===== config.mk =====
export PLATFORM = sky130hd
export DESIGN_NAME = fetch_queue_flat
export DESIGN_NICKNAME = d
export VERILOG_FILES = /design/src/rtl/fetch_queue_if.sv /design/src/rtl/fetch_queue.sv /design/src/flat_wrapper.sv
export SDC_FILE = /design/constraint.sdc
export NUM_CORES = 1
export LEC_CHECK = 0
export BUFFER_PORTS_ARGS = -buffer_cell sky130_fd_sc_hd__clkbuf_2
export CORE_MARGIN = 2
export CORE_UTILIZATION = 52
export CTS_BUF_LIST = sky130_fd_sc_hd__clkbuf_4 sky130_fd_sc_hd__clkbuf_8
export CTS_CLUSTER_SIZE = 10
export DETAILED_ROUTE_END_ITERATION = 8
export GPL_ROUTABILITY_DRIVEN = 0
export PLACE_DENSITY = 0.78
export SLEW_MARGIN = 20
export SYNTH_ARGS = -nofsm -noshare
export SYNTH_HDL_FRONTEND = slang
export SYNTH_SLANG_ARGS = --single-unit

===== constraint.sdc =====
create_clock -name CLK -period 3.4 [get_ports CLK]
set_input_delay 0.85 -clock CLK [delete_from_list [all_inputs] [get_ports CLK]]
set_output_delay 0.85 -clock CLK [all_outputs]
set_load 0.01 [all_outputs]

===== src/rtl/fetch_queue_if.sv =====
// Fetch-queue bundle: upstream fetch slot, instruction memory port and decode-side head.
// master drives the fetch/decode requests; slave is the queue itself.
interface fetch_queue_if #(
  parameter int DEPTH = 4
);
  localparam int CW = $clog2(DEPTH) + 1;

  logic [31:0]   IP;
  logic          enq_en;
  logic [31:0]   imem_addr;
  logic [31:0]   imem_data;
  logic          flush;
  logic          full;
  logic [CW-1:0] count;
  logic          dq_valid;
  logic          dq_ready;
  logic [31:0]   dq_inst;
  logic [31:0]   dq_pc;
  logic [31:0]   dq_pc4;
  logic [6:0]    OP;

  modport master (
    output IP, enq_en, imem_data, flush, dq_ready,
    input  imem_addr, full, count, dq_valid, dq_inst, dq_pc, dq_pc4, OP
  );

  modport slave (
    input  IP, enq_en, imem_data, flush, dq_ready,
    output imem_addr, full, count, dq_valid, dq_inst, dq_pc, dq_pc4, OP
  );
endinterface


===== src/rtl/fetch_queue.sv =====
// Instruction fetch FIFO between PC and decode: captures {imem_data, IP} per fetch slot,
// presents the oldest entry through valid/ready, flushes everything on a taken redirect.
module fetch_queue #(
  parameter int DEPTH = 4
) (
  input  logic         CLK,
  input  logic         RESET,
  fetch_queue_if.slave bus
);
  localparam int PW = $clog2(DEPTH);
  localparam int CW = PW + 1;
  localparam logic [CW-1:0] DEPTH_CNT = CW'(DEPTH);
  localparam logic [31:0]   NOP_INST  = 32'h0000_0013;

  logic [31:0]   inst_mem [DEPTH];
  logic [31:0]   pc_mem   [DEPTH];
  logic [PW-1:0] wr_ptr_reg;
  logic [PW-1:0] rd_ptr_reg;
  logic [CW-1:0] count_reg;

  logic full;
  logic dq_valid;
  logic enq;
  logic deq;

  // full/valid come only from registered occupancy, never from enq_en/dq_ready
  assign full     = (count_reg == DEPTH_CNT);
  assign dq_valid = (count_reg != '0);
  assign enq      = bus.enq_en & ~full & ~bus.flush & ~RESET;
  assign deq      = dq_valid & bus.dq_ready & ~bus.flush & ~RESET;

  always_ff @(posedge CLK) begin
    if (RESET || bus.flush) begin
      wr_ptr_reg <= '0;
      rd_ptr_reg <= '0;
      count_reg  <= '0;
    end else begin
      if (enq) wr_ptr_reg <= wr_ptr_reg + 1'b1;
      if (deq) rd_ptr_reg <= rd_ptr_reg + 1'b1;
      if (enq && !deq)      count_reg <= count_reg + 1'b1;
      else if (deq && !enq) count_reg <= count_reg - 1'b1;
    end
  end

  // Storage needs no reset: contents are only visible through a valid head.
  always_ff @(posedge CLK) begin
    if (enq) begin
      inst_mem[wr_ptr_reg] <= bus.imem_data;
      pc_mem[wr_ptr_reg]   <= bus.IP;
    end
  end

  logic [31:0] head_inst;
  logic [31:0] head_pc;

  assign head_inst = dq_valid ? inst_mem[rd_ptr_reg] : NOP_INST;
  assign head_pc   = dq_valid ? pc_mem[rd_ptr_reg]   : 32'h0;

  assign bus.imem_addr = bus.IP;
  assign bus.full      = full;
  assign bus.count     = count_reg;
  assign bus.dq_valid  = dq_valid;
  assign bus.dq_inst   = head_inst;
  assign bus.dq_pc     = head_pc;
  assign bus.dq_pc4    = head_pc + 32'd4;
  assign bus.OP        = head_inst[6:0];
endmodule


===== src/flat_wrapper.sv =====
// flat-port wrapper written by rule: the top's interface ports become plain ports
module fetch_queue_flat 
#(
  parameter int DEPTH = 4
)
  (CLK, RESET, bus_IP, bus_enq_en, bus_imem_data, bus_flush, bus_dq_ready, bus_imem_addr, bus_full, bus_count, bus_dq_valid, bus_dq_inst, bus_dq_pc, bus_dq_pc4, bus_OP);
  fetch_queue_if #(.DEPTH(DEPTH)) bus_i ();
  input  logic CLK;
  input  logic RESET;
  input wire logic [$bits(bus_i.IP)-1:0] bus_IP;
  input wire logic [$bits(bus_i.enq_en)-1:0] bus_enq_en;
  input wire logic [$bits(bus_i.imem_data)-1:0] bus_imem_data;
  input wire logic [$bits(bus_i.flush)-1:0] bus_flush;
  input wire logic [$bits(bus_i.dq_ready)-1:0] bus_dq_ready;
  output wire logic [$bits(bus_i.imem_addr)-1:0] bus_imem_addr;
  output wire logic [$bits(bus_i.full)-1:0] bus_full;
  output wire logic [$bits(bus_i.count)-1:0] bus_count;
  output wire logic [$bits(bus_i.dq_valid)-1:0] bus_dq_valid;
  output wire logic [$bits(bus_i.dq_inst)-1:0] bus_dq_inst;
  output wire logic [$bits(bus_i.dq_pc)-1:0] bus_dq_pc;
  output wire logic [$bits(bus_i.dq_pc4)-1:0] bus_dq_pc4;
  output wire logic [$bits(bus_i.OP)-1:0] bus_OP;
  assign bus_i.IP = bus_IP;
  assign bus_i.enq_en = bus_enq_en;
  assign bus_i.imem_data = bus_imem_data;
  assign bus_i.flush = bus_flush;
  assign bus_i.dq_ready = bus_dq_ready;
  assign bus_imem_addr = bus_i.imem_addr;
  assign bus_full = bus_i.full;
  assign bus_count = bus_i.count;
  assign bus_dq_valid = bus_i.dq_valid;
  assign bus_dq_inst = bus_i.dq_inst;
  assign bus_dq_pc = bus_i.dq_pc;
  assign bus_dq_pc4 = bus_i.dq_pc4;
  assign bus_OP = bus_i.OP;
  fetch_queue #(.DEPTH(DEPTH)) u_core (.CLK(CLK), .RESET(RESET), .bus(bus_i));
endmodule

* Word level (Yosys, flattened, before mapping) *
Memories as Yosys holds them, arrays and structs flattened. A register that Yosys moved wholly into a read port is not among the register bits.
Index checks and enable logic that the tools add are counted.

operators by class
  add/sub/neg operators = 5
  multipliers = 0
  divide/modulo/power cells = 0
  order comparisons = 0
  equality and inequality tests = 1
  shift-type cells = 0
  mux-type cells = 10
  bitwise logic cells = 9
  reduce and logical (&&, ||, !) cells = 7

operators by type and width
  cell                     number
  $mux W32                 2
  $add A32 B3 Y32 const B  1
  $mux W2                  4
  $and A1 B1 Y1            6
  $mux W3                  2
  $add A2 B1 Y2 const B    2
  $add A3 B1 Y3 const B    1
  $eq A3 B3 Y1 const B     1
  $not A1 Y1               3
  $reduce_bool A3 Y1       1
  $sub A3 B1 Y3 const B    1
  $logic_and A1 B1 Y1      2
  $logic_not A1 Y1         2
  $mux W1                  2
  $reduce_bool A2 Y1       1
  $logic_or A1 B1 Y1       1

word-level totals
  register bits = 7
  bits in latches = 0
  memory bits (writable) = 256
  ROM bits = 0
  input port bits = 69
  output and inout port bits = 140
  logic and storage cells = 37
  memories kept = 2

memories
  name             words  bits a word  rd ports  clocked after memory_dff  wr ports  RTL line           source
  u_core.inst_mem  4      32           1         1                         1         fetch_queue.sv:15  logic [31:0] inst_mem [DEPTH];
  u_core.pc_mem    4      32           1         1                         1         fetch_queue.sv:16  logic [31:0] pc_mem [DEPTH];

* Longest topological paths before layout *
  word-level depth = 9
  depth in mapped cells = 12
  gate-level depth less buffers = 11

* Worst setup path after synthesis *
No wires, ideal clock.

  path type = register to output
  from = register u_core.count_reg[0], in the netlist u_core.bus.count[0]
  to = output port bus_dq_pc4[30]
  data arrival time = 2.890 ns
  data required time = 2.550 ns
  slack = -0.340 ns
  stages on the path, launching flop included = 13
  path buffers = 2
  path through = dfxtp_1 nor3_2 inv_1 clkbuf_1 clkbuf_1 and2_1 ha_1 nor2b_1 o2bb2ai_1 nand3_1 nor4_4 nand4_1 xnor2_1

on the way
  longest elaborated chain between the ends = 3

ends and longest elaborated chain
  element                 RTL line            source
  from (decl)             fetch_queue.sv:19   logic [CW-1:0] count_reg;
  from (signal assigned)  fetch_queue.sv:40   if (enq && !deq) count_reg <= count_reg + 1'b1;
  from (signal assigned)  fetch_queue.sv:41   else if (deq && !enq) count_reg <= count_reg - 1'b1;
  $reduce_bool A3 Y1      fetch_queue.sv:28   assign dq_valid = (count_reg != '0);
  via bus_dq_valid        flat_wrapper.sv:18  output wire logic [$bits(bus_i.dq_valid)-1:0] bus_dq_valid;
  $mux W32                fetch_queue.sv:57   assign head_pc = dq_valid ? pc_mem[rd_ptr_reg] : 32'h0;
  via bus_dq_pc[3]        flat_wrapper.sv:20  output wire logic [$bits(bus_i.dq_pc)-1:0] bus_dq_pc;
  $add A32 B3 Y32         fetch_queue.sv:65   assign bus.dq_pc4 = head_pc + 32'd4;
  to (decl)               flat_wrapper.sv:21  output wire logic [$bits(bus_i.dq_pc4)-1:0] bus_dq_pc4;

The timed path passes the listed nets, and every way through them passes these cells.

==> impl_metrics.toml <==
[placed_design]
port_buffers = 208
dp_slack_ns = 0.08686
dp_cells = 1080
placed_area_mm2 = 0.01270
dp_hpwl_um = 15400

[floorplan]
die_h_um = 152.3
dieWidth_um = 152.3
core_area_mm2 = 0.02169
rows = 54
start_util_pct = 52.73
pin_count = 209
die_area_mm2 = 0.02320

[synthesis]
ys_ff_latch = 265
synth_edf_count = 256
ys_async_sr_fraction_pct = 0
syn_nets = 710
yosysWarningCount = 0
ys_types = 51
syn_inst = 634
syn_area_per_cell_um2 = 18.04
ys.flop_type = "edfxtp_1"
yosysSeqAreaShare_pct = 68.79
syn_area_mm2 = 0.01144

[pwr]
p_leak_nw = 5.264
pwr_density_cell_mw_per_mm2 = 469.3
vdd_ir_drop_max_uv = 353.4

[clock_network]
cts_buffers = 43
cts-htree-levels = 2
clk_latency_ns = 0.54
clk_pin_slew_worst_paths_ns = 0.06
cts_tree = "built"
cts-hold-fix-buffers = 0
cts_root_buf = "clkbuf_8"
clockBufferDepth = 3
clock-sinks = 265

[routing]
routedWlPerCell_um = 21.09
drc = 0
first_pass_iters = 5
ant_nets = 0
via_per_inst = 5.506
vias = 6508
drt-initial-drc-count = 321
drt-total-wl_um = 24930

[global_route]
grt_pass1_wl_um = 37400
grt_max_degree = 35
grt_use_total_pct = 21.00
gr-total-overflow = 0
antenna_found_initial = 0
first_global_vias = 6734

[sta]
post-route-period-util_pct = 111.0
slew_viol_final = 0
rsz0062_at_grt = "yes"
max_freq_ghz = 0.2649
worst_slew_pin_slew_ns = 0.5025
min_period_ns = 3.775
clock_skew_ns = 0.02554
max_slew_margin_pct = 66.30
setup_slack_ns = -0.3754
hold_violations = 0
setup_viol = 26
final.setup.tns_ns = -6.832

[worst_hold_path]
hold_path.class = "reg2reg"

[outcome]
violations = "setup timing"
status = "complete, but fails checks"

[layout]
drive_gt1_share_pct = 49.45
finalInstanceArea_mm2 = 0.01407
stdcell_count = 1182
syn_to_final_growth_pct = 23.06
n_antenna_cell = 0
nNetsFinal = 946

[critical_path]
crit_path_start_kind = "register"
cp-end-kind = "primary output"
crit_type = "reg2out"
cp.arrival_ns = 2.93
crit_fanout = 6
worstPathRequired_ns = 2.55

[flow_run]
drv_cap = 0
[worst max-delay path: stages (launching register included)]
cell	delay [ns]
dfxtp_4	0.39
buf_12	0.12
buf_12	0.11
buf_16	0.11
mux4_2	0.57
nor4_4	0.38
nand3_4	0.19
nor3_4	0.21
xor2_1	0.14
buf_2	0.14
[per-stage QoR]
| step | util (%) | hold slack [ns] | power [W] |
|---|---|---|---|
| after floorplan | - | 0.4847 | 0.003895 |
| after global placement | 58.56 | 0.4875 | 0.004050 |
| after detailed placement | 58.56 | 0.5033 | 0.004059 |
| after CTS | 64.07 | 0.4877 | 0.006657 |
| after global routing | 64.90 | 0.5002 | 0.006819 |
| final | 64.90 | 0.5121 | 0.006605 |
[power by group]
part           leakage [nW]  total, W  switching [W]  internal [W]
sequential             2.39   0.00363      0.0000112       0.00362
clock                 0.435   0.00260        0.00118       0.00141
combinational          2.44  0.000380       0.000227      0.000153
total                  5.26   0.00661        0.00142       0.00518
[Yosys cell counts (all sizes together) (3+ instances only)]
cell type / n / area, um2
a211oi: 5 / 50.05
a21oi: 3 / 15.01
and2: 60 / 375.4
buf: 57 / 449.2
clkbuf: 12 / 45.04
dfxtp: 9 / 180.2
edfxtp: 256 / 7687
ha: 6 / 75.07
inv: 11 / 41.29
mux2i: 6 / 60.06
mux4: 64 / 1494
nand2: 32 / 120.1
nand3: 9 / 50.05
nand4: 7 / 50.05
nor2: 26 / 100.1
nor3: 4 / 35.03
nor4: 5 / 73.82
o21ai: 3 / 15.01
or2: 4 / 25.02
xnor2: 15 / 131.4
xor2: 18 / 157.7
[routing by layer]
layer,part of all wire (%),track usage (%)
met5,0,0
met4,3.3,7.566
met3,7.8,5.461
met2,49,35.03
met1,40,26.92
[path summary, 6_finish.rpt]
kind / from / end / slack [ns] / cells past startpoint
max reg2reg: u_core.bus.count[2]$_SDFFE_PP0P_ / u_core.bus.count[2]$_SDFFE_PP0P_ / 0.82 / 10
max: register / bus_dq_pc4[23] / -0.38 / 9
min: u_core.bus.count[2]$_SDFFE_PP0P_ / u_core.bus.count[2]$_SDFFE_PP0P_ / 0.51 / 2
min reg2reg: u_core.bus.count[2]$_SDFFE_PP0P_ / u_core.bus.count[2]$_SDFFE_PP0P_ / 0.51 / 2
[layout make-up]
| type | instances | area [um2] |
|---|---|---|
| well taps | 280 | 350.3 |
| fillers | 1512 | 7614 |
| clock buffers | 56 | 695.7 |
| repair buffers | 260 | 1753 |
| multi-input cells | 289 | 3231 |
| clock inverters | 21 | 122.6 |
| flip-flops and latches | 265 | 7879 |
| inverters | 11 | 43.79 |
[kinds of logic (layout without fill, tap and decap cells)]
group,Yosys count,in the layout,share of synthesized area (%)
xor+xnor,33,33,2.527
flops,265,265,68.79
buf+inv,80,348,4.682
fa+ha+maj,7,7,0.8314
compound gates,16,16,1.083
simple gates,161,161,8.303
mux,72,72,13.78
[layout by cell type, fill, tap and decap left out, types with 5 or more instances in the layout]
master      n
and2_1     54
and2_4      6
buf_12     11
buf_16      6
buf_2      19
buf_4      31
clkbuf_2  189
clkbuf_4   12
clkbuf_8   44
clkinv_1   11
clkinv_2    7
edfxtp_1  256
ha_1        5
inv_1       9
mux2i_1     6
mux4_1      5
mux4_2     59
nand2_1    26
nand3_1     5
nand4_1     6
nor2_1     19
nor2_2      7
nor4_4      5
xnor2_1     9
xnor2_2     6
xor2_1     18
[repair_timing]
item	CTS	global route
pin swaps	25	15
setup endpoints to repair	54	32
endpoints found under the hold margin	0	0
cloned	4	2
resized for setup	37	45
buffers inserted	13	8
Power figures use the tool's default switching activity.
